<file path="src/rtl/sdram_arbiter.sv">
// rtl/sdram_arbiter.sv - five-way SDRAMBus arbiter, real-time class first, round-robin per class
module sdram_arbiter #(
    parameter int             N       = 5,
    parameter int             AW      = 23,
    parameter int             DW      = 32,
    parameter logic [N-1:0]   HI_MASK = 5'b11000
) (
    input  logic              i_clk,
    input  logic              i_rst,
    input  logic [N-1:0]      req_read,
    input  logic [N-1:0]      req_write,
    input  logic [N*AW-1:0]   req_addr,
    input  logic [N*DW-1:0]   req_writedata,
    output logic [DW-1:0]     req_readdata,
    output logic [N-1:0]      req_finished,
    output logic [AW-1:0]     sdram_addr,
    output logic              sdram_read,
    output logic              sdram_write,
    output logic [DW-1:0]     sdram_writedata,
    input  logic [DW-1:0]     sdram_readdata,
    input  logic              sdram_finished,
    output logic [N-1:0]      grant,
    output logic              protocol_err
);

    localparam int PW = (N > 1) ? $clog2(N) : 1;

    typedef enum logic [1:0] {
        IDLE    = 2'd0,
        ISSUE   = 2'd1,
        RELEASE = 2'd2
    } state_t;

    state_t          state_q, state_d;
    logic [PW-1:0]   hi_ptr_q, hi_ptr_d;
    logic [PW-1:0]   lo_ptr_q, lo_ptr_d;
    logic [N-1:0]    grant_q, grant_d;
    logic [AW-1:0]   addr_q, addr_d;
    logic [DW-1:0]   wdata_q, wdata_d;
    logic            rd_q, rd_d;
    logic            wr_q, wr_d;
    logic [DW-1:0]   rdata_q, rdata_d;
    logic [N-1:0]    fin_q, fin_d;
    logic            err_q, err_d;
    // Set when a reset cut an SDRAMBus transaction short; swallows its late finish.
    logic            abandon_q, abandon_d;

    logic [N-1:0]    pending, hi_pend, lo_pend, cand;
    logic            use_hi;
    logic [PW-1:0]   start_ptr, g_idx, next_ptr, rr_idx;
    logic [PW:0]     rr_sum;
    logic            g_found;

    // Pick the winner: high class if any of it is pending, round-robin from that class's pointer.
    always_comb begin
        pending   = req_read | req_write;
        hi_pend   = pending & HI_MASK;
        lo_pend   = pending & ~HI_MASK;
        use_hi    = |hi_pend;
        cand      = use_hi ? hi_pend : lo_pend;
        start_ptr = use_hi ? hi_ptr_q : lo_ptr_q;
        g_idx     = '0;
        g_found   = 1'b0;
        rr_sum    = '0;
        rr_idx    = '0;
        for (int k = 0; k < N; k++) begin
            rr_sum = {1'b0, start_ptr} + (PW+1)'(k);
            rr_idx = (rr_sum >= (PW+1)'(N)) ? PW'(rr_sum - (PW+1)'(N)) : PW'(rr_sum);
            if (!g_found && cand[rr_idx]) begin
                g_found = 1'b1;
                g_idx   = rr_idx;
            end
        end
        next_ptr = (g_idx == PW'(N - 1)) ? '0 : g_idx + 1'b1;
    end

    // Next-state and registered-output logic for the IDLE/ISSUE/RELEASE sequence.
    always_comb begin
        state_d   = state_q;
        hi_ptr_d  = hi_ptr_q;
        lo_ptr_d  = lo_ptr_q;
        grant_d   = grant_q;
        addr_d    = addr_q;
        wdata_d   = wdata_q;
        rd_d      = rd_q;
        wr_d      = wr_q;
        rdata_d   = rdata_q;
        fin_d     = fin_q;
        err_d     = err_q;
        abandon_d = abandon_q;
        unique case (state_q)
            IDLE: begin
                if (sdram_finished) begin
                    if (abandon_q) abandon_d = 1'b0;
                    else           err_d     = 1'b1;
                end
                if (g_found) begin
                    state_d        = ISSUE;
                    abandon_d      = 1'b0;
                    grant_d        = '0;
                    grant_d[g_idx] = 1'b1;
                    addr_d         = req_addr[g_idx*AW +: AW];
                    wdata_d        = req_writedata[g_idx*DW +: DW];
                    wr_d           = req_write[g_idx];
                    rd_d           = req_read[g_idx] & ~req_write[g_idx];
                    if (req_read[g_idx] & req_write[g_idx]) err_d = 1'b1;
                    if (use_hi) hi_ptr_d = next_ptr;
                    else        lo_ptr_d = next_ptr;
                end
            end
            ISSUE: begin
                if (sdram_finished) begin
                    rd_d    = 1'b0;
                    wr_d    = 1'b0;
                    rdata_d = sdram_readdata;
                    fin_d   = grant_q;
                    state_d = RELEASE;
                end
            end
            RELEASE: begin
                if (sdram_finished) err_d = 1'b1;
                fin_d   = '0;
                grant_d = '0;
                state_d = IDLE;
            end
            default: state_d = IDLE;
        endcase
    end

    // State register; a reset mid-transaction remembers that a finish may still arrive.
    always_ff @(posedge i_clk) begin
        if (!i_rst) begin
            state_q   <= IDLE;
            hi_ptr_q  <= '0;
            lo_ptr_q  <= '0;
            grant_q   <= '0;
            addr_q    <= '0;
            wdata_q   <= '0;
            rd_q      <= 1'b0;
            wr_q      <= 1'b0;
            rdata_q   <= '0;
            fin_q     <= '0;
            err_q     <= 1'b0;
            abandon_q <= abandon_q | (state_q == ISSUE);
        end else begin
            state_q   <= state_d;
            hi_ptr_q  <= hi_ptr_d;
            lo_ptr_q  <= lo_ptr_d;
            grant_q   <= grant_d;
            addr_q    <= addr_d;
            wdata_q   <= wdata_d;
            rd_q      <= rd_d;
            wr_q      <= wr_d;
            rdata_q   <= rdata_d;
            fin_q     <= fin_d;
            err_q     <= err_d;
            abandon_q <= abandon_d;
        end
    end

    assign grant           = grant_q;
    assign sdram_addr      = addr_q;
    assign sdram_writedata = wdata_q;
    assign sdram_read      = rd_q;
    assign sdram_write     = wr_q;
    assign req_readdata    = rdata_q;
    assign req_finished    = fin_q;
    assign protocol_err    = err_q;

endmodule

</file>
<file path="config.mk">
export PLATFORM = sky130hd
export DESIGN_NAME = sdram_arbiter
export DESIGN_NICKNAME = d
export VERILOG_FILES = /design/src/rtl/sdram_arbiter.sv
export SDC_FILE = /design/constraint.sdc
export NUM_CORES = 1
export LEC_CHECK = 0
export CORE_AREA = 2 2 163 165
export DETAILED_ROUTE_END_ITERATION = 8
export DIE_AREA = 0 0 165 167
export DONT_BUFFER_PORTS = 1
export GPL_TIMING_DRIVEN = 0
export PLACE_DENSITY_LB_ADDON = 0.15
export SYNTH_ARGS = -nofsm -noshare
export SYNTH_HDL_FRONTEND = slang
export SYNTH_SLANG_ARGS = --single-unit
</file>
<file path="constraint.sdc">
create_clock -name i_clk -period 13.22 [get_ports i_clk]
set_input_delay 2.644 -clock i_clk [delete_from_list [all_inputs] [get_ports i_clk]]
set_output_delay 2.644 -clock i_clk [all_outputs]
set_load 0.005 [all_outputs]
</file>
# Word level (Yosys, flattened, before mapping)

Index checks and enable logic that the tools add are counted.

Input bits: 320
ROM bits: 0
Bits in writable memories: 0
Memories kept: 0
Latch bits: 0
Flip-flop bits (word level): 109
Output and inout bits: 100
Logic and storage cells: 130

Multiplexer cells: 55
Reductions and logical operators: 24
Magnitude comparators: 12
Multiply operators: 1
Add/sub/neg operators: 10
Shift operators: 2
Eq/ne operators: 8
Bitwise gates (word level): 6
Div/mod/pow operators: 0

Operators by type and width:

| kind                  | count |
|---|---|
| $shiftx A160 B9 Y32   | 1 |
| $shiftx A115 B9 Y23   | 1 |
| $mux W3               | 12 |
| $lt A3 B4 Y1 const B  | 6 |
| $mux W1               | 24 |
| $bmux W1 S3           | 7 |
| $pmux W5 S2           | 2 |
| $ge A4 B3 Y1 const B  | 4 |
| $mux W5               | 3 |
| $sub A3 B3 Y3 const B | 5 |
| $reduce_and A2 Y1     | 7 |
| $reduce_and A3 Y1     | 3 |
| $add A3 B2 Y4 const B | 2 |
| $mul A3 B5 Y8 const B | 1 |
| $ne A2 B2 Y1 const B  | 3 |
| $pmux W1 S2           | 3 |
| $reduce_bool A2 Y1    | 3 |
| $logic_and A1 B1 Y1   | 5 |
| $or A5 B5 Y5          | 1 |
| $add A3 B1 Y4 const B | 1 |
| $add A3 B3 Y4 const B | 1 |
| $logic_not A1 Y1      | 4 |
| $mux W2               | 2 |
| $pmux W2 S2           | 1 |
| 14 further kinds      | 16 |

# Logic depth before layout (Yosys ltp)

Depth in word-level cells: 26
Mapped depth: 22
Mapped depth without buffers: 18

# Least setup slack after synthesis

OpenSTA, ideal clock, no wires.

Kind: in2reg
Start point: input port req_read[4]
End point: register hi_ptr_q[2]
Buffers on the path: 5
Slack: 6.046 ns
Stages on the path: 21
Data arrival time: 7.083 ns
Cell sequence: or4_1 buf_2 mux2_4 ha_1 clkbuf_1 nor3_1 a221oi_1 o31ai_1 nor3_1 or3_4 or4_4 nor3b_2 or3_1 buf_6 inv_2 buf_6 buf_6 ha_1 nor2_1 mux2i_1 a311oi_1

Cells in the longest elaborated chain, start to end: 22

Ends and longest elaborated chain:

| element                                                | line | source |
|---|---|---|
| from (decl)                                            | 10   | `input logic [N-1:0] req_read,` |
| $or A5 B5 Y5 *                                         | 56   | `pending = req_read \| req_write;` |
| branches (longest 21 deep; another with $add A3 B1 Y4) | -    |  |
| to (signal assigned)                                   | 147  | `hi_ptr_q <= hi_ptr_d;` |
| to (decl)                                              | 35   | `logic [PW-1:0] hi_ptr_q, hi_ptr_d;` |

Mark *: on every way between the ends. The select of a mux whose other input is x is not followed.
A chain may end at the register's enable or synchronous reset.

# Worst setup path in the final report

Start point: input port req_read[4]
End point: register wdata_q[18] (netlist: sdram_writedata[18])

Cells in the longest elaborated chain, start to end: 21

Ends and longest elaborated chain:

| element                                                | line | source |
|---|---|---|
| $or A5 B5 Y5 *                                         | 56   |  |
| branches (longest 20 deep; another with $add A3 B1 Y4) | -    |  |
| to (signal assigned)                                   | 151  | `wdata_q <= wdata_d;` |
| to (decl)                                              | 39   | `logic [DW-1:0] wdata_q, wdata_d;` |

Marks and branches as above.

==> results by group <==
Power
  – Internal power: 1.554 mW
  – LEAKAGE: between 3 and 4 nW
  – Sw frac: 53.13%
  – Final Power: roughly 3.3 mW
  – Pwr Density: between 400 and 500 nW/um^2
  – Clock power share: ~8.8%
  – Switch Pwr: between 1.5 and 2 mW
  – Logic pwr share: 75.3%
  – Flop pwr share: 15.9%
  – Worst VDD drop: 0.1878 mV

STA
  – Slew margin rel.: 43.15%
  – Final hold vios: 0
  – Setup TNS Final: 0 ns
  – RSZ-0062 raised after global routing: no
  – Post-Route Skew: around 0.017 ns
  – Pins Over Slew Limit: 0
  – Max Fclk: 124.8 MHz
  – Post-route minimum period: between 8 and 9 ns
  – Final setup viols: 0
  – Worst slew pin tran: approximately 0.83 ns
  – Final period util: between 60 and 70%

Global route
  – GRT Util Overall: between 20% and 30%
  – First-pass GRT wire length: approximately 45000 um
  – Grt total ovfl: 0
  – Largest net degree at the start of global routing: 23
  – Vias in the first global route: between 6000 and 7000
  – Initial antenna violation count: 5

CTS
  – Clock Pin Slew Worst Setup and Hold Paths: approximately 0.09 ns
  – Clock root buffer: clkbuf_16
  – CTS H-tree lvls: 3
  – Total setup buffers inserted after CTS: 0
  – Clock latency on the worst-skew pair: 0.37 ns
  – CTS Buf Count: 9
  – Clock Path Buffers: 2
  – CTS tree: built
  – Hold buffers post-CTS: 0
  – Resized cells post-CTS: 0
  – Count of clock tree sinks: ~110

Place
  – Placed cell areas: around 7600 um^2
  – Gpl congestion: 0.9457
  – HPWL Detailed: approximately 25000 um
  – IO Port Bufs: 0

Route
  – Initial DRC Count: 415
  – DRC Markers: 0
  – Via/cell ratio: around 5.7
  – Via count: a little over 7000
  – Drt wl/cell: 25.72 um
  – Drt pass-1 iters: 5
  – Routed Antenna Nets: 0
  – Final wirelength: roughly 32000 um

Worst hold path
  – Hold crit path type: flop to flop

Worst setup path
  – Arrival time at the worst endpoint: about 8.3 ns
  – CP max FO: 10
  – CP endpoint kind: flop
  – Crit start category: input pin
  – Required time of the worst setup path: around 13 ns
  – Crit Path Category: input pin to flop

Cells and area
  – Synthesis-to-layout area growth: 10.32%
  – Share of cells above drive strength 1: under 10%
  – NumNets Final: 1231
  – Fin util: between 30% and 40%
  – Final Instance Area: roughly 7900 um^2

Floorplanning
  – Placement Rows: between 50 and 60
  – Core Area: between 20000 and 30000 um^2
  – Ports: 420
  – Initial Util: 27.96%
  – Die Span Y: roughly 170 um
  – DIE AREA: ~28000 um^2
  – Die X: 165 um

Logic synthesis
  – Flops & latches, synth: about 110
  – Most frequent cell after synthesis: a21oi_1
  – Top-area cell type share of the netlist area: approximately 30%
  – Post-synth EDFFs: 1
  – Fraction of registers with async set/reset: 0%
  – Synth unique cells: between 70 and 80
  – Syn_area_per_cell: about 8.1 um^2
  – Post-Syn Nets: ~1200
  – Post-Syn Area: 7204 um^2
  – Synth warn: 0
  – Synth Instances: 889
  – Ranking of synthesized cells by area: dfxtp_1 30%, mux2i_1 17%, a21oi_1 12%
  – Primary FF master, synth: dfxtp_1
  – Post-synth top area cell: dfxtp_1
  – Sequential fraction of the synthesis area: roughly 30%
  – Synth cell count leaders: 176 x a21oi_1, 121 x mux2i_1, 108 x dfxtp_1

Flow run
  – MaxCap Viol Count: 0

Status
  – Status: finished clean
==> power groups by stage <==
stage	Clock, mW	Sequential [mW]	Combinational, mW
after global routing	0.311	0.533	2.74
final	0.293	0.526	2.50
after CTS	0.300	0.528	2.53
after global placement	0	0.536	2.53
after detailed placement	0	0.536	2.52
after floorplan	0	0.489	1.83
==> cell type report <==
class	instances	area (um^2)
diodes	5	12.51
plain buffers	76	391.6
clock buffers	9	225.2
clock inverters	7	86.33
fillers	2832	17820
inverters	17	63.81
multi-input cells	687	4557
flip-flops and latches	109	2192
well taps	335	419.2
==> cells in the final DEF (no fill, tap or decap), types with 3 or more instances in the layout <==
master / instances
a2111oi_0: 5
a211oi_1: 8
a21o_1: 3
a21oi_1: 176
a221oi_1: 4
and2_1: 6
buf_1: 3
buf_2: 10
buf_6: 12
clkbuf_1: 50
clkbuf_16: 9
clkinv_8: 3
dfxtp_1: 108
diode_2: 5
ha_1: 11
inv_1: 12
inv_2: 3
mux2_2: 5
mux2i_1: 121
nand2_1: 90
nand2b_1: 3
nand3_1: 14
nor2_1: 29
nor2b_1: 4
nor3_1: 8
nor3b_1: 4
nor4_1: 3
nor4b_1: 4
o21ai_0: 73
o22a_1: 55
o31ai_1: 5
or3_1: 5
==> flip-flops by register name, indices dropped and copies added, names as in the netlist, 2 cells and up <==
name and cells:
lo_ptr_q 3, req_finished 5, sdram_addr 23, req_readdata 32
state_q 2, grant 5, sdram_writedata 32, hi_ptr_q 3
==> metal layers <==
layer	global-route usage, %	wire, um
met5	0	0
met4	7.032	737
met2	37.08	15830
met3	5.679	2217
met1	27.47	13240
==> worst max-delay path, stage by stage <==
cell       delay (ns)
or4_1            0.49
buf_2            0.19
mux2_4           0.31
clkinv_1         0.25
ha_1             0.28
ha_1             0.28
clkbuf_1         0.24
a211o_1          0.41
a211o_1          0.32
a32oi_1          0.31
o2bb2ai_1        0.26
o311ai_0         0.29
inv_1            0.14
nor2_1           0.10
inv_1            0.22
clkbuf_1         0.67
clkbuf_1         0.53
o22a_1           0.25
a21oi_1          0.06
==> per-stage QoR <==
stage / hold WS, ns / cells / setup slack [ns]
after floorplan: 0.4527 / 889 / 6.046
after global placement: 0.4631 / 1224 / 4.747
after detailed placement: 0.4651 / 1224 / 4.752
after CTS: 0.4785 / 1240 / 5.145
after global routing: 0.5025 / 1245 / 4.807
final: 0.4738 / 1245 / 5.204
==> logic make-up after synthesis <==
group / Yosys count / synth area share (%)
buf+inv: 93 / 6.322
compound gates: 363 / 31.02
simple gates: 181 / 11.81
xor+xnor: 3 / 0.3648
fa+ha+maj: 11 / 1.910
flops: 109 / 30.43
mux: 129 / 18.15
==> worst paths after layout <==
check                                                   endpoint  cells after the start  slack [ns]                           from
worst max-delay path            sdram_writedata[18]$_SDFFE_PN0P_                     19        5.20                    req_read[4]
worst min-delay path               req_readdata[23]$_SDFFE_PN0P_                      2        0.47  req_readdata[23]$_SDFFE_PN0P_
worst max register to register  sdram_writedata[18]$_SDFFE_PN0P_                     18        7.55       lo_ptr_q[0]$_SDFFE_PN0P_
worst min register to register     req_readdata[23]$_SDFFE_PN0P_                      2        0.47  req_readdata[23]$_SDFFE_PN0P_
Note: power is estimated with default switching activity, not from simulation.
